==> config.mk <==
export PLATFORM = sky130hd
export DESIGN_NAME = stack_unit
export DESIGN_NICKNAME = d
export VERILOG_FILES = /design/src/rtl/stack_unit_pkg.sv /design/src/rtl/stack_unit_bounds_check.sv /design/src/rtl/stack_unit.sv
export SDC_FILE = /design/constraint.sdc
export NUM_CORES = 1
export LEC_CHECK = 0
export ABC_AREA = 1
export CAP_MARGIN = 20
export CORE_MARGIN = 2
export CORE_UTILIZATION = 50
export CTS_CLUSTER_SIZE = 28
export DETAILED_ROUTE_END_ITERATION = 8
export PLACE_DENSITY = 0.82
export RECOVER_POWER = 100
export SKIP_CTS_REPAIR_TIMING = 1
export SLEW_MARGIN = 10
export SYNTH_ARGS = -nofsm -noshare
export SYNTH_HDL_FRONTEND = slang
export SYNTH_SLANG_ARGS = --single-unit
==> constraint.sdc <==
create_clock -name clk -period 3.5 [get_ports clk]
set_clock_uncertainty 0.15 [all_clocks]
set_input_delay 0.525 -clock clk [delete_from_list [all_inputs] [get_ports clk]]
set_output_delay 0.525 -clock clk [all_outputs]
set_load 0.02 [all_outputs]
==> src/rtl/stack_unit_pkg.sv <==
// Shared types and default geometry for the stack engine and for decode,
// which uses the same bounds checker to predict faults early.
package stack_unit_pkg;

  typedef enum logic [1:0] {
    STACK_NOP  = 2'd0,
    STACK_PUSH = 2'd1,
    STACK_POP  = 2'd2,
    STACK_LOAD = 2'd3
  } stack_op_t;

  typedef enum logic [1:0] {
    FAULT_NONE       = 2'd0,
    FAULT_OVERFLOW   = 2'd1,
    FAULT_UNDERFLOW  = 2'd2,
    FAULT_LOAD_RANGE = 2'd3
  } stack_fault_t;

  typedef enum logic [1:0] {
    STACK_IDLE  = 2'd0,
    STACK_BURST = 2'd1,
    STACK_FAULT = 2'd2
  } stack_state_t;

  localparam int              STACK_SP_WIDTH_DEF = 16;
  localparam int              STACK_MAX_STEP_DEF = 4;
  localparam logic [15:0]     STACK_BASE_DEF     = 16'h1000;
  localparam logic [15:0]     STACK_LIMIT_DEF    = 16'h0F00;

endpackage

==> src/rtl/stack_unit_bounds_check.sv <==
// Combinational legality check for one stack operation against the current SP.
// Comparisons are widened by one bit and never subtract, so nothing can wrap.
module stack_bounds_check
  import stack_unit_pkg::*;
#(
  parameter int                  SP_WIDTH    = STACK_SP_WIDTH_DEF,
  parameter int                  MAX_STEP    = STACK_MAX_STEP_DEF,
  parameter logic [SP_WIDTH-1:0] STACK_BASE  = STACK_BASE_DEF,
  parameter logic [SP_WIDTH-1:0] STACK_LIMIT = STACK_LIMIT_DEF,
  localparam int                 CW          = $clog2(MAX_STEP + 1)
) (
  input  logic [SP_WIDTH-1:0] sp,
  input  stack_op_t           op,
  input  logic [CW-1:0]       count,
  input  logic [SP_WIDTH-1:0] load_value,
  output logic                legal,
  output stack_fault_t        fault_code
);

  localparam int            XW      = SP_WIDTH + 1;
  localparam logic [XW-1:0] BASE_X  = {1'b0, STACK_BASE};
  localparam logic [XW-1:0] LIMIT_X = {1'b0, STACK_LIMIT};

  logic [CW-1:0] count_clamped_s;
  logic [XW-1:0] sp_x_s;
  logic [XW-1:0] n_x_s;
  logic [XW-1:0] lv_x_s;

  // Oversized word counts behave as MAX_STEP.
  always_comb begin
    if (count > CW'(MAX_STEP)) begin
      count_clamped_s = CW'(MAX_STEP);
    end else begin
      count_clamped_s = count;
    end
  end

  assign sp_x_s = {1'b0, sp};
  assign n_x_s  = XW'(count_clamped_s);
  assign lv_x_s = {1'b0, load_value};

  // Legality and fault classification per operation type.
  always_comb begin
    legal      = 1'b1;
    fault_code = FAULT_NONE;
    case (op)
      STACK_PUSH: begin
        // sp - n >= LIMIT, rewritten as sp >= LIMIT + n
        if (sp_x_s < (LIMIT_X + n_x_s)) begin
          legal      = 1'b0;
          fault_code = FAULT_OVERFLOW;
        end else begin
          legal      = 1'b1;
          fault_code = FAULT_NONE;
        end
      end
      STACK_POP: begin
        if ((sp_x_s + n_x_s) > BASE_X) begin
          legal      = 1'b0;
          fault_code = FAULT_UNDERFLOW;
        end else begin
          legal      = 1'b1;
          fault_code = FAULT_NONE;
        end
      end
      STACK_LOAD: begin
        if ((lv_x_s < LIMIT_X) || (lv_x_s > BASE_X)) begin
          legal      = 1'b0;
          fault_code = FAULT_LOAD_RANGE;
        end else begin
          legal      = 1'b1;
          fault_code = FAULT_NONE;
        end
      end
      STACK_NOP: begin
        legal      = 1'b1;
        fault_code = FAULT_NONE;
      end
      default: begin
        legal      = 1'b1;
        fault_code = FAULT_NONE;
      end
    endcase
  end

endmodule

==> src/rtl/stack_unit.sv <==
// Stack engine: owns SP, runs N-word push/pop bursts one word per grant,
// handles SP load and latches bounds faults until explicitly cleared.
module stack_unit
  import stack_unit_pkg::*;
#(
  parameter int                  SP_WIDTH    = STACK_SP_WIDTH_DEF,
  parameter int                  MAX_STEP    = STACK_MAX_STEP_DEF,
  parameter logic [SP_WIDTH-1:0] STACK_BASE  = STACK_BASE_DEF,
  parameter logic [SP_WIDTH-1:0] STACK_LIMIT = STACK_LIMIT_DEF,
  localparam int                 CW          = $clog2(MAX_STEP + 1)
) (
  input  logic                clk,
  input  logic                rst_async,
  input  logic                op_valid,
  output logic                op_ready,
  input  stack_op_t           op,
  input  logic [CW-1:0]       op_count,
  input  logic [SP_WIDTH-1:0] load_value,
  output logic [SP_WIDTH-1:0] sp,
  output logic                mem_req,
  output logic                mem_write,
  output logic [SP_WIDTH-1:0] mem_addr,
  input  logic                mem_gnt,
  output logic                done,
  output logic                fault,
  output stack_fault_t        fault_code,
  input  logic                fault_clear
);

  stack_state_t        state_r,      state_nxt_s;
  logic [SP_WIDTH-1:0] sp_r,         sp_nxt_s;
  logic [CW-1:0]       cnt_r,        cnt_nxt_s;
  logic                push_r,       push_nxt_s;
  logic                done_r,       done_nxt_s;
  logic                fault_r,      fault_nxt_s;
  stack_fault_t        code_r,       code_nxt_s;
  logic                mem_req_r,    mem_req_nxt_s;
  logic                mem_write_r,  mem_write_nxt_s;
  logic [SP_WIDTH-1:0] mem_addr_r,   mem_addr_nxt_s;

  logic [CW-1:0]       count_clamped_s;
  logic                legal_s;
  stack_fault_t        chk_code_s;

  stack_bounds_check #(
    .SP_WIDTH    (SP_WIDTH),
    .MAX_STEP    (MAX_STEP),
    .STACK_BASE  (STACK_BASE),
    .STACK_LIMIT (STACK_LIMIT)
  ) u_bounds (
    .sp         (sp_r),
    .op         (op),
    .count      (op_count),
    .load_value (load_value),
    .legal      (legal_s),
    .fault_code (chk_code_s)
  );

  // Clamp the requested word count for the burst counter.
  always_comb begin
    if (op_count > CW'(MAX_STEP)) begin
      count_clamped_s = CW'(MAX_STEP);
    end else begin
      count_clamped_s = op_count;
    end
  end

  // Next-state, SP, counter, done and fault decisions.
  always_comb begin
    state_nxt_s = state_r;
    sp_nxt_s    = sp_r;
    cnt_nxt_s   = cnt_r;
    push_nxt_s  = push_r;
    done_nxt_s  = 1'b0;
    fault_nxt_s = fault_r;
    code_nxt_s  = code_r;
    case (state_r)
      STACK_IDLE: begin
        if (op_valid) begin
          if (!legal_s) begin
            state_nxt_s = STACK_FAULT;
            fault_nxt_s = 1'b1;
            code_nxt_s  = chk_code_s;
          end else if (op == STACK_LOAD) begin
            sp_nxt_s   = load_value;
            done_nxt_s = 1'b1;
          end else if (((op == STACK_PUSH) || (op == STACK_POP)) &&
                       (count_clamped_s != {CW{1'b0}})) begin
            state_nxt_s = STACK_BURST;
            cnt_nxt_s   = count_clamped_s;
            push_nxt_s  = (op == STACK_PUSH);
          end else begin
            // NOP or zero-length push/pop completes without memory traffic
            done_nxt_s = 1'b1;
          end
        end else begin
          state_nxt_s = STACK_IDLE;
        end
      end
      STACK_BURST: begin
        if (mem_gnt) begin
          if (push_r) begin
            sp_nxt_s = sp_r - SP_WIDTH'(1);
          end else begin
            sp_nxt_s = sp_r + SP_WIDTH'(1);
          end
          cnt_nxt_s = cnt_r - CW'(1);
          if (cnt_r == CW'(1)) begin
            state_nxt_s = STACK_IDLE;
            done_nxt_s  = 1'b1;
          end else begin
            state_nxt_s = STACK_BURST;
          end
        end else begin
          state_nxt_s = STACK_BURST;
        end
      end
      STACK_FAULT: begin
        if (fault_clear) begin
          state_nxt_s = STACK_IDLE;
          fault_nxt_s = 1'b0;
          code_nxt_s  = FAULT_NONE;
        end else begin
          state_nxt_s = STACK_FAULT;
        end
      end
      default: begin
        state_nxt_s = STACK_IDLE;
      end
    endcase
  end

  // Memory request for the upcoming cycle, derived from the next SP so outputs stay registered.
  always_comb begin
    mem_req_nxt_s   = (state_nxt_s == STACK_BURST);
    mem_write_nxt_s = mem_write_r;
    mem_addr_nxt_s  = mem_addr_r;
    if (state_nxt_s == STACK_BURST) begin
      mem_write_nxt_s = push_nxt_s;
      if (push_nxt_s) begin
        mem_addr_nxt_s = sp_nxt_s - SP_WIDTH'(1);
      end else begin
        mem_addr_nxt_s = sp_nxt_s;
      end
    end else begin
      mem_write_nxt_s = mem_write_r;
      mem_addr_nxt_s  = mem_addr_r;
    end
  end

  // State and output registers; reset aborts any burst immediately.
  always_ff @(posedge clk or posedge rst_async) begin
    if (rst_async) begin
      state_r     <= STACK_IDLE;
      sp_r        <= STACK_BASE;
      cnt_r       <= {CW{1'b0}};
      push_r      <= 1'b0;
      done_r      <= 1'b0;
      fault_r     <= 1'b0;
      code_r      <= FAULT_NONE;
      mem_req_r   <= 1'b0;
      mem_write_r <= 1'b0;
      mem_addr_r  <= {SP_WIDTH{1'b0}};
    end else begin
      state_r     <= state_nxt_s;
      sp_r        <= sp_nxt_s;
      cnt_r       <= cnt_nxt_s;
      push_r      <= push_nxt_s;
      done_r      <= done_nxt_s;
      fault_r     <= fault_nxt_s;
      code_r      <= code_nxt_s;
      mem_req_r   <= mem_req_nxt_s;
      mem_write_r <= mem_write_nxt_s;
      mem_addr_r  <= mem_addr_nxt_s;
    end
  end

  assign op_ready   = (state_r == STACK_IDLE);
  assign sp         = sp_r;
  assign mem_req    = mem_req_r;
  assign mem_write  = mem_write_r;
  assign mem_addr   = mem_addr_r;
  assign done       = done_r;
  assign fault      = fault_r;
  assign fault_code = code_r;

endmodule

==> impl_results.md, run 1 <==
* CTS tree: yes
* RSZ-0062 raised after global routing: yes
* Setup_tns at -0.0586 ns
* Crit path DAT at between 3 and 4 ns
* Yosys warnings at 0
* Final worst slack at -0.0367 ns
* Post-synth EDFFs at 0
* Clock network power share at 0.065
* Least-Margin Pin Slew at between 1 and 1.5 ns
* Initial antenna violation count at 0
* Seq/Total Area, Yosys at 0.257
* Hold Path Sink: fault_code[0]$_DFFE_PP0P_
* Die Width at just under 100 um
* Netlist cell types at 46
* # IOs at 65
* Post-Route WL at 14,500 um
* Clock Sinks at 44
* Yosys top cell by area: dfrtp_1
* CTS H-Tree Depth at 2
* Worst hold slack at 0.327 ns
* Max Cap Viol at 0
* Ys async rst share at 1.00
* Buffers on Ports at 64
* Setup violations, final at 4
* Vias in the first global route at 4,765
* Ranking of synthesized cells by area: dfrtp_1 25%, nand2_1 13%, inv_1 9.3%
* Largest net degree at the start of global routing at 29
* Antenna cells at 0
* Standard-cell rows at 33
* Syn Area/Cell at a little under 7 um2
* Worst r2r path cells at 22
* Max-slew violation count at 0
* # DRC at 0
* Final core occ at 0.726
* Switch Pwr at about 3200 uW
* Mapped Area at 0.00429 mm2
* First-pass GRT wire length at 23,000 um
* Die footprint at about 0.0093 mm2
* Leakage at a little over 0.003 uW
* Num CTS Buffers at 5
* Setup CP Type: in -> reg
* Top cell type's share of synthesized area at 0.251
* Required time of the critical path at between 3 and 4 ns
* Cells after Synth at roughly 630
* CP startpoint kind: input port
* Initial Utilization at 0.519
* R2R Setup Slk at approximately 0.020 ns
* Power density cells at between 1000 and 1500 mW/mm2
* Pre-CTS setup slack at -1.01 ns
* Share of cells above drive strength 1 at 0.242
* CP endpoint kind: flop
* Antenna-violating nets left at 0
* CTS Buffer Depth at 2
* Fin crit period at approximately 3.5 ns
* FF-to-FF End: mem_addr[4]$_DFFE_PP0P_
* Critical path fanouts, max at 5
* Clock-pin slew on the worst setup and hold paths at 0.08 ns
* GRT overflow at 0
* Layout area overhead at 39.8%
* Status: finished with violations
* Max Freq at 0.283 GHz
* Die H at roughly 97 um
* Top FF cell, synth: dfrtp_1
* Failing checks: setup timing
* Number of vias per cell at 5.54
* # nets final at 831
* Sequential power share at 0.168
* Hold path start: fault_code[0]$_DFFE_PP0P_
* FF-to-FF Start: sp[2]$_DFF_PP0_
* Hold Crit Depth at 1
* Rel. slew slack at 0.168
* Net count after synthesis at roughly 700
* Switch share at 0.533
* Post-DR wirelength/cell at between 15 and 20 um
* Fin. Hold Viols at 0
* Combinational share of power at 0.767
* Via count at between 4,000 and 5,000
* Period utilization at 1.01
* GRT Overall Usage at 0.300
* Dpl hpwl at ~11,000 um
* Hold WC Path Type: reg -> reg
* Final Wtd Congestion at 1.01
* Detailed Route Iter0 Violations at between 300 and 400
* Pre-antenna DRT Iters at 5
* Worst-Skew Late Latency at approximately 0.30 ns
* Core footprint at 0.00826 mm2
* Root Buffer Master: clkbuf_8
* FF+latch count, synth at 44
* Max IR drop VDD at between 0.5 and 0.6 mV
* Cell Int Power at between 2000 and 3000 uW
## cell usage after synthesis (8+ instances only)
| cell | count |
|---|---|
| nand2_2 | 15 |
| nand3_2 | 8 |
| dfrtp_1 | 43 |
| ha_1 | 27 |
| nor2_1 | 34 |
| a21oi_1 | 26 |
| nor2_2 | 8 |
| inv_1 | 106 |
| nand2_1 | 149 |
| nand4_1 | 23 |
| nand3_1 | 60 |
| xor2_1 | 11 |
| nor2_4 | 8 |
| o21ai_0 | 38 |
## critical path, cell delays in order
cell and delay, ns:
buf_8 0.11, inv_12 0.05, nand2_4 0.05, a21oi_4 0.15, ha_4 0.16, fa_2 0.42, inv_1 0.06, nand2_1 0.04
nor2_1 0.10, nand2_1 0.06, nor2_1 0.09, nand3_1 0.08, nor2_1 0.08, nand3_1 0.08, nand2_2 0.10, nand3_4 0.10
nand3_4 0.10, nand4_1 0.11, nand3_1 0.11, nand2_2 0.09, inv_2 0.08, ha_4 0.13, inv_2 0.03, nor2_4 0.13
nand3_4 0.12, buf_4 0.16, xor2_2 0.17, o21ai_1 0.14
## area by class of cell
| type | instances | area (um2) |
|---|---|---|
| sequential | 44 | 1110 |
| fill | 675 | 2260 |
| clock inverter | 2 | 35.0 |
| clock buffer | 6 | 72.6 |
| multi-input combinational | 463 | 2900 |
| tap | 105 | 131 |
| timing repair buffer | 149 | 1310 |
| inverter | 113 | 449 |
## power groups by stage
| stage | Sequential (uW) | Combinational [uW] | Clock [uW] |
|---|---|---|---|
| 6_report | 1010 | 4620 | 392 |
| 3_3_place_gp | 1010 | 4160 | 0 |
| 3_5_place_dp | 1010 | 4260 | 0 |
| 2_1_floorplan | 1160 | 2420 | 0 |
| 5_1_grt | 1040 | 5060 | 422 |
| 4_1_cts | 1000 | 4290 | 399 |
## stage by stage
stage	total power [uW]	instances	cell area (um2)
6_report	6020	882	5990
4_1_cts	5690	870	5710
3_3_place_gp	5160	862	5600
3_5_place_dp	5270	862	5600
2_1_floorplan	3590	629	4340
5_1_grt	6510	882	5990
## cells by family after synthesis
logic type,share of synthesized area
simple gates,0.385
buf+inv,0.123
compound gates,0.118
flops,0.257
fa+ha+maj,0.0881
xor+xnor,0.0286
## flip-flops by register name (all words and copies together) (netlist names)
name / count
fault_code: 2
sp: 16
mem_write: 1
mem_req: 1
state_r: 2
done: 1
cnt_r: 3
mem_addr: 16
fault: 1
push_r: 1
## worst max-delay path by stage
stage | endpoint | slack (ns) | cells after the start | start
2_1_floorplan | mem_addr[6]$_DFFE_PP0P_ | -0.05 | 27 | op_count[1]
3_3_place_gp | mem_addr[12]$_DFFE_PP0P_ | -0.85 | 27 | op_count[1]
3_5_place_dp | mem_addr[12]$_DFFE_PP0P_ | -1.01 | 27 | op_count[1]
4_1_cts | mem_addr[12]$_DFFE_PP0P_ | -0.70 | 27 | op_count[1]
5_1_grt | mem_addr[12]$_DFFE_PP0P_ | -0.26 | 29 | op_count[1]
6_report | mem_addr[4]$_DFFE_PP0P_ | -0.04 | 28 | op_count[1]
## layout by cell type, fill, tap and decap left out, drive strengths merged
| master | instances |
|---|---|
| nand2 | 166 |
| inv | 109 |
| buf | 85 |
| nand3 | 71 |
| nor2 | 52 |
| dfrtp | 43 |
| o21ai | 42 |
| dlygate4sd3 | 36 |
| ha | 27 |
| a21oi | 26 |
| nand4 | 26 |
| clkdlybuf4s50 | 25 |
| xor2 | 11 |
| clkbuf | 9 |
| o22ai | 7 |
| nor3 | 6 |
| nor4 | 5 |
| clkinv | 5 |
| o211ai | 4 |
| o31ai | 3 |
| xnor2 | 3 |
| or2 | 2 |
| fa | 2 |
| o41ai | 1 |
| a21boi | 1 |
| nand3b | 1 |
| o2111ai | 1 |
| a22oi | 1 |
| o221ai | 1 |
| o32ai | 1 |
| a31oi | 1 |
| and2 | 1 |
| a21o | 1 |
| bufinv | 1 |
| dfstp | 1 |
## per-layer routing
metal,GRT usage,wire [um],vias up
met1,0.410,6200,2278
li1,-,-,2358
met3,0.0354,972,34
met5,0,0,-
met4,0.0899,374,0
met2,0.500,6970,212
Note: power is estimated with default switching activity, not from simulation.
==> run 2: changes to the inputs <==
Settings changed: ABC_CLOCK_PERIOD_IN_PS set to 3600, CORE_MARGIN 2 to 3, PLACE_DENSITY 0.82 to 0.79.
Clock period 3.5 ns to 3.6 ns, I/O delays scaled along.
==> run 2 against run 1 <==
  * The flow still finishes with violations (setup timing)
  * Register-to-register slack improved by 0.09 ns
  * Highest routed layer unchanged
  * Critical endpoint is now mem_addr[2]$_DFFE_PP0P_
  * Via count increased by 1.5%
  * Sequential share of layout area increased by 0.17 points
  * Non-clock buffer count increased by 6
  * Global-route usage decreased by 0.64 points
  * Setup slack improved by 0.0012 ns
  * Die area increased by 4.2%
  * Utilization decreased by 0.91 points
==> impl_results.md, run 2 (synthesized netlist as in run 1, its figures left out) <==
* Status: finished with violations
* Failing checks: setup timing
* Antenna cells at 0 (unchanged)
* Cell Int Power at 2690 uW (-4.3%)
* Die H at 98.6 um (+2.1%)
* CP max stage delay at 0.44 ns (+0.02 ns)
* R2R Setup Slk at 0.11 ns (+0.09 ns)
* Fin. Hold Viols at 0 (unchanged)
* RSZ-0062 raised after global routing: yes
* Vias in the first global route at 4,722 (-0.90%)
* Die Width at 98.6 um (+2.1%)
* Hold Path Sink: mem_addr[14]$_DFFE_PP0P_
* CP startpoint kind: input port
* Combinational share of power at 0.778 (+0.011)
* First-pass GRT wire length at 23,300 um (+1.4%)
* Pwr Total at 5800 uW (-3.7%)
* Standard-cell rows at 33 (unchanged)
* Crit path DAT at 3.69 ns (+0.08 ns)
* Max Cap Viol at 0 (unchanged)
* Hold path start: mem_addr[14]$_DFFE_PP0P_
* CTS Buffer Depth at 2 (unchanged)
* Final worst slack at -0.0356 ns (+0.00116 ns)
* Share of cells above drive strength 1 at 0.239 (-0.00283)
* Fin crit period at ~3.6 ns
* Detailed Route Iter0 Violations at 363 (+18%)
* Required time of the critical path at 3.65 ns (+0.07 ns)
* Most frequent cells in the layout: 143 x nand2_1, 95 x inv_1, 82 x buf_4
* Buffers on Ports at 64 (unchanged)
* Root Buffer Master: clkbuf_8
* Hold Crit Depth at 2 (+1)
* Slowest CP cell: fa_2
* CP endpoint kind: flop
* # DRC at 0 (unchanged)
* GRT Overall Usage at 0.294 (-0.00638)
* Power density cells at 980 mW/mm2 (-2.5%)
* CTS H-Tree Depth at 2 (unchanged)
* Worst-Skew Late Latency at 0.31 ns (about the same)
* Hold WC Path Type: reg -> reg
* Pre-CTS setup slack at -0.853 ns (+0.155 ns)
* Clock Sinks at 44 (unchanged)
* Clock-pin slew on the worst setup and hold paths at 0.09 ns (about the same)
* CTS tree: yes
* FF-to-FF End: mem_addr[2]$_DFFE_PP0P_
* Switch share at 0.535 (+0.00277)
* Max Freq at between 0.2 and 0.3 GHz
* Number of vias per cell at 5.59 (+0.90%)
* Layout area overhead at 38.0%
* Post-DR wirelength/cell at 16.7 um (+1.4%)
* Crit path launch: op_count[0]
* # IOs at 65 (unchanged)
* Setup violations, final at 4 (unchanged)
* FF-to-FF Start: sp[0]$_DFF_PP0_
* # nets final at 836 (+0.60%)
* Switch Pwr at 3110 uW (-3.2%)
* Fill cells at 685 (+1.5%)
* Dpl hpwl at 11,500 um (+1.6%)
* Period utilization at 1.01
* Area post-placement at 0.00560 mm2 (about the same)
* Clock network power share at 0.057 (-0.008)
* Initial Utilization at 0.519 (unchanged)
* Worst hold slack at 0.332 ns (+0.00530 ns)
* Die footprint at 0.00973 mm2 (+4.2%)
* Max-slew violation count at 0 (unchanged)
* Initial antenna violation count at 0 (unchanged)
* Max IR drop VDD at 0.586 mV (-0.85%)
* Largest net degree at the start of global routing at 26 (-10%)
* Leakage at 0.00301 uW (-0.66%)
* Least-Margin Pin Slew at 1.34 ns (+0.0885 ns)
* Post-Route WL at 14,800 um (+1.9%)
* Antenna-violating nets left at 0 (unchanged)
* Commonest non-fill, non-tap cell in the layout: nand2_1
* Critical path fanouts, max at 8 (+3)
* Sequential power share at 0.165 (-0.003)
* Final Wtd Congestion at 0.935 (-7.4%)
* Setup_tns at -0.0884 ns (-0.0298 ns)
* GRT overflow at 0 (unchanged)
* Pre-antenna DRT Iters at 5 (unchanged)
* Num CTS Buffers at 5 (unchanged)
* Via count at 4,954 (+1.5%)
* Rel. slew slack at 0.109 (-0.0590)
* Core footprint at 0.00826 mm2 (unchanged)
* Worst r2r path cells at 22 (unchanged)
* Cell area after layout at 0.00592 mm2 (-1.3%)
* Setup CP Type: in -> reg
-- run 2: cell count changes in the layout (fill, tap and decap cells not counted), sizes merged --
| cell | delta |
|---|---|
| clkdlybuf4s50 | +5 |
| dlygate4sd3 | -5 |
| buf | +7 |
| clkinv | -1 |
| clkbuf | -1 |
| inv | +1 |
| clkinvlp | +1 |
| bufinv | -1 |
| nand3 | -1 |
-- run 2: metrics by stage --
stage	instances	util
finish	887	0.717
global route	887	0.717
CTS	873	0.689
detailed placement	865	0.678
global placement	865	0.678
floorplan	629	-
-- run 2: worst max path at each step --
stage,end,slack (ns)
2_1_floorplan,mem_addr[6]$_DFFE_PP0P_,0.01
5_1_grt,mem_addr[9]$_DFFE_PP0P_,-0.29
6_report,mem_addr[2]$_DFFE_PP0P_,-0.04
3_5_place_dp,mem_addr[12]$_DFFE_PP0P_,-0.85
4_1_cts,mem_addr[12]$_DFFE_PP0P_,-0.53
3_3_place_gp,mem_addr[14]$_DFFE_PP0P_,-0.73
-- run 2: power groups by stage --
stage	clock network, uW	registers, uW	logic (uW)
after global routing	353	981	4930
after detailed placement	0	961	4170
after global placement	0	959	4070
final	329	958	4510
after floorplan	0	1130	2360
after CTS	334	953	4200
-- run 2: worst max-delay path, delay by kind of cell --
kind,cells,cell delay (ns)
compound gates,3,0.41
xor+xnor,1,0.15
fa+ha+maj,2,0.64
buf+inv,9,0.93
simple gates,13,1.02
-- run 2: cell type report --
cell class                      count  area [um2]  area share
Timing Repair Buffer              155        1370       0.231
Multi-Input combinational cell    462        2790       0.472
Tap cell                          105         131      0.0222
Inverter                          113         434      0.0733
Clock inverter                      2        16.3     0.00275
Sequential cell                    44        1100       0.186
Clock buffer                        6        72.6      0.0123
-- run 2: layer usage --
| layer | global-route usage | part of all wire |
|---|---|---|
| met5 | 0 | 0 |
| met4 | 0.0893 | 0.029 |
| met3 | 0.0580 | 0.084 |
| met2 | 0.480 | 0.47 |
| met1 | 0.394 | 0.42 |
==> variant: new RTL, config.mk and constraints of run 1 <==
Register the output `fault_code` once more, without a reset; this adds one clock of latency there. The other outputs are not delayed to match.
--- a/src/rtl/stack_unit.sv
+++ b/src/rtl/stack_unit.sv
@@ -26,6 +26,8 @@
   output stack_fault_t        fault_code,
   input  logic                fault_clear
 );
+
+  stack_fault_t fault_code_d;
 
   stack_state_t        state_r,      state_nxt_s;
   logic [SP_WIDTH-1:0] sp_r,         sp_nxt_s;
@@ -182,7 +184,11 @@
   assign mem_addr   = mem_addr_r;
   assign done       = done_r;
   assign fault      = fault_r;
-  assign fault_code = code_r;
+  assign fault_code_d = code_r;
+
+  always_ff @(posedge clk) begin
+    fault_code <= fault_code_d;
+  end
 
 endmodule
 
Behaviour: not the same (Yosys sat finds a counterexample within 4 cycles, from zero or initial values and one cycle with rst_async high).
==> variant against run 1 <==
The run still ends with setup timing left. Total power is 6.4% lower. Count of clock-buffer cells in the layout stayed put. Final area is 0.19% higher. Non-clock buffer count is 1 higher. Synthesized area is 1.2% lower. Utilization is 0.50 points higher. Worst hold slack worse by 0.092 ns. Routed wire length is 0.38% higher. Fmax is 4.4% lower. Sequential cell count is 2 higher. Sequential share of layout area is 0.59 points higher. Setup slack worse by 0.16 ns. Largest cell class unchanged. Highest routed layer unchanged.
==> variant: results (changes against run 1) <==
{| class="wikitable"
! Metric !! Value
|-
| Status || finished with violations (unchanged)
|-
| Violations in the final reports || setup timing (unchanged)
|-
| Worst hold slack || 0.2349 ns (was 0.3270 ns)
|-
| Avg Inst Size Synth || 6.729 sq um (was 6.819 sq um)
|-
| Worst setup path endpoint || mem_addr[6] (was mem_addr[4])
|-
| Layout buffer count excluding clock buffers || 150 (was 149)
|-
| Sequential Area || 1144 sq um (was 1106 sq um)
|-
| Sequential cell count || 46 (was 44)
|-
| Total number of vias || 4,903 (was 4,882)
|-
| End point of the worst hold path || fault_code[0] (unchanged)
|-
| Launch instance of the worst register-to-register path || sp[0] (was sp[2])
|-
| Detailed-routed wire length on met2 || 7.232 mm (was 6.972 mm)
|-
| Endpoint of the most critical register-to-register path || mem_addr[6] (was mem_addr[4])
|-
| Final-layout fill cell count || 631 (was 675)
|-
| Vias in the first global route || 4,693 (was 4,765)
|-
| Buffer share of cell area || 0.2167 (was 0.2177)
|-
| Post-Synth Adder-Cell Area || 0.08914 (was 0.08810)
|-
| Worst Slack Setup Final || -0.1993 ns (was -0.03671 ns)
|-
| Worst relative slew slack || 0.2242 (was 0.1677)
|-
| Post-Route M1 WL || 5.895 mm (was 6.199 mm)
|-
| Syn Nets || 685 (was 684)
|-
| Register-to-Register Setup Slack || -0.07 ns (was 0.02 ns)
|-
| Critical hold path startpoint || code_r[0] (was fault_code[0])
|-
| Sum of negative setup slack || -1.335 ns (was -0.05856 ns)
|-
| Met3 WL post-DR || 873 um (was 972 um)
|-
| Worst setup timing slack at the placement stage || -1.139 ns (was -1.008 ns)
|-
| Area taken by multi-input logic gates || 2907 sq um (was 2895 sq um)
|-
| Final number of setup-violating endpoints || 12 (was 4)
|-
| Inverters || 106 (was 113)
|-
| Post-synthesis share of cell area spent on xor and xnor gates || 0.03099 (was 0.02859)
|-
| Sequential cell area fraction in the yosys report || 0.2695 (was 0.2570)
|}
## variant: cell types whose count changed after synthesis, sizes merged, moves of 3 or more
cell	run 1	this run
o22ai	7	10
a21oi	26	30
inv	110	100
nand4	26	13
buf	7	3
clkinv	3	6
nand2	166	183
nand3	70	61
o21ai	42	30
nor2	50	64
## variant: worst max-delay path: stages
cell and delay (ns):
sky130_fd_sc_hd__buf_8 0.11, sky130_fd_sc_hd__inv_12 0.05, sky130_fd_sc_hd__nand2_4 0.05, sky130_fd_sc_hd__a21oi_4 0.16
sky130_fd_sc_hd__ha_4 0.16, sky130_fd_sc_hd__fa_2 0.22, sky130_fd_sc_hd__nand3_2 0.10, sky130_fd_sc_hd__nand2_4 0.12
sky130_fd_sc_hd__nand3b_1 0.14, sky130_fd_sc_hd__nor2_1 0.16, sky130_fd_sc_hd__xor2_1 0.15, sky130_fd_sc_hd__nand2_1 0.09
sky130_fd_sc_hd__nor2_2 0.16, sky130_fd_sc_hd__nand3_2 0.11, sky130_fd_sc_hd__nand3_4 0.12, sky130_fd_sc_hd__nand4_1 0.12
sky130_fd_sc_hd__nand3_2 0.12, sky130_fd_sc_hd__nand2_2 0.08, sky130_fd_sc_hd__inv_2 0.11, sky130_fd_sc_hd__ha_4 0.13
sky130_fd_sc_hd__inv_2 0.04, sky130_fd_sc_hd__nor2_4 0.13, sky130_fd_sc_hd__nand2_4 0.08, sky130_fd_sc_hd__nor2_8 0.14
sky130_fd_sc_hd__buf_4 0.15, sky130_fd_sc_hd__xnor2_2 0.13, sky130_fd_sc_hd__o21ai_1 0.09
## variant: cell families after synthesis
logic type | after synthesis
AOI/OAI and AO/OA | 89
and+or+nand+nor | 337
buffers and inverters | 114
xor gates and xnor gates | 15
adders and majority gates | 29
DFF | 46
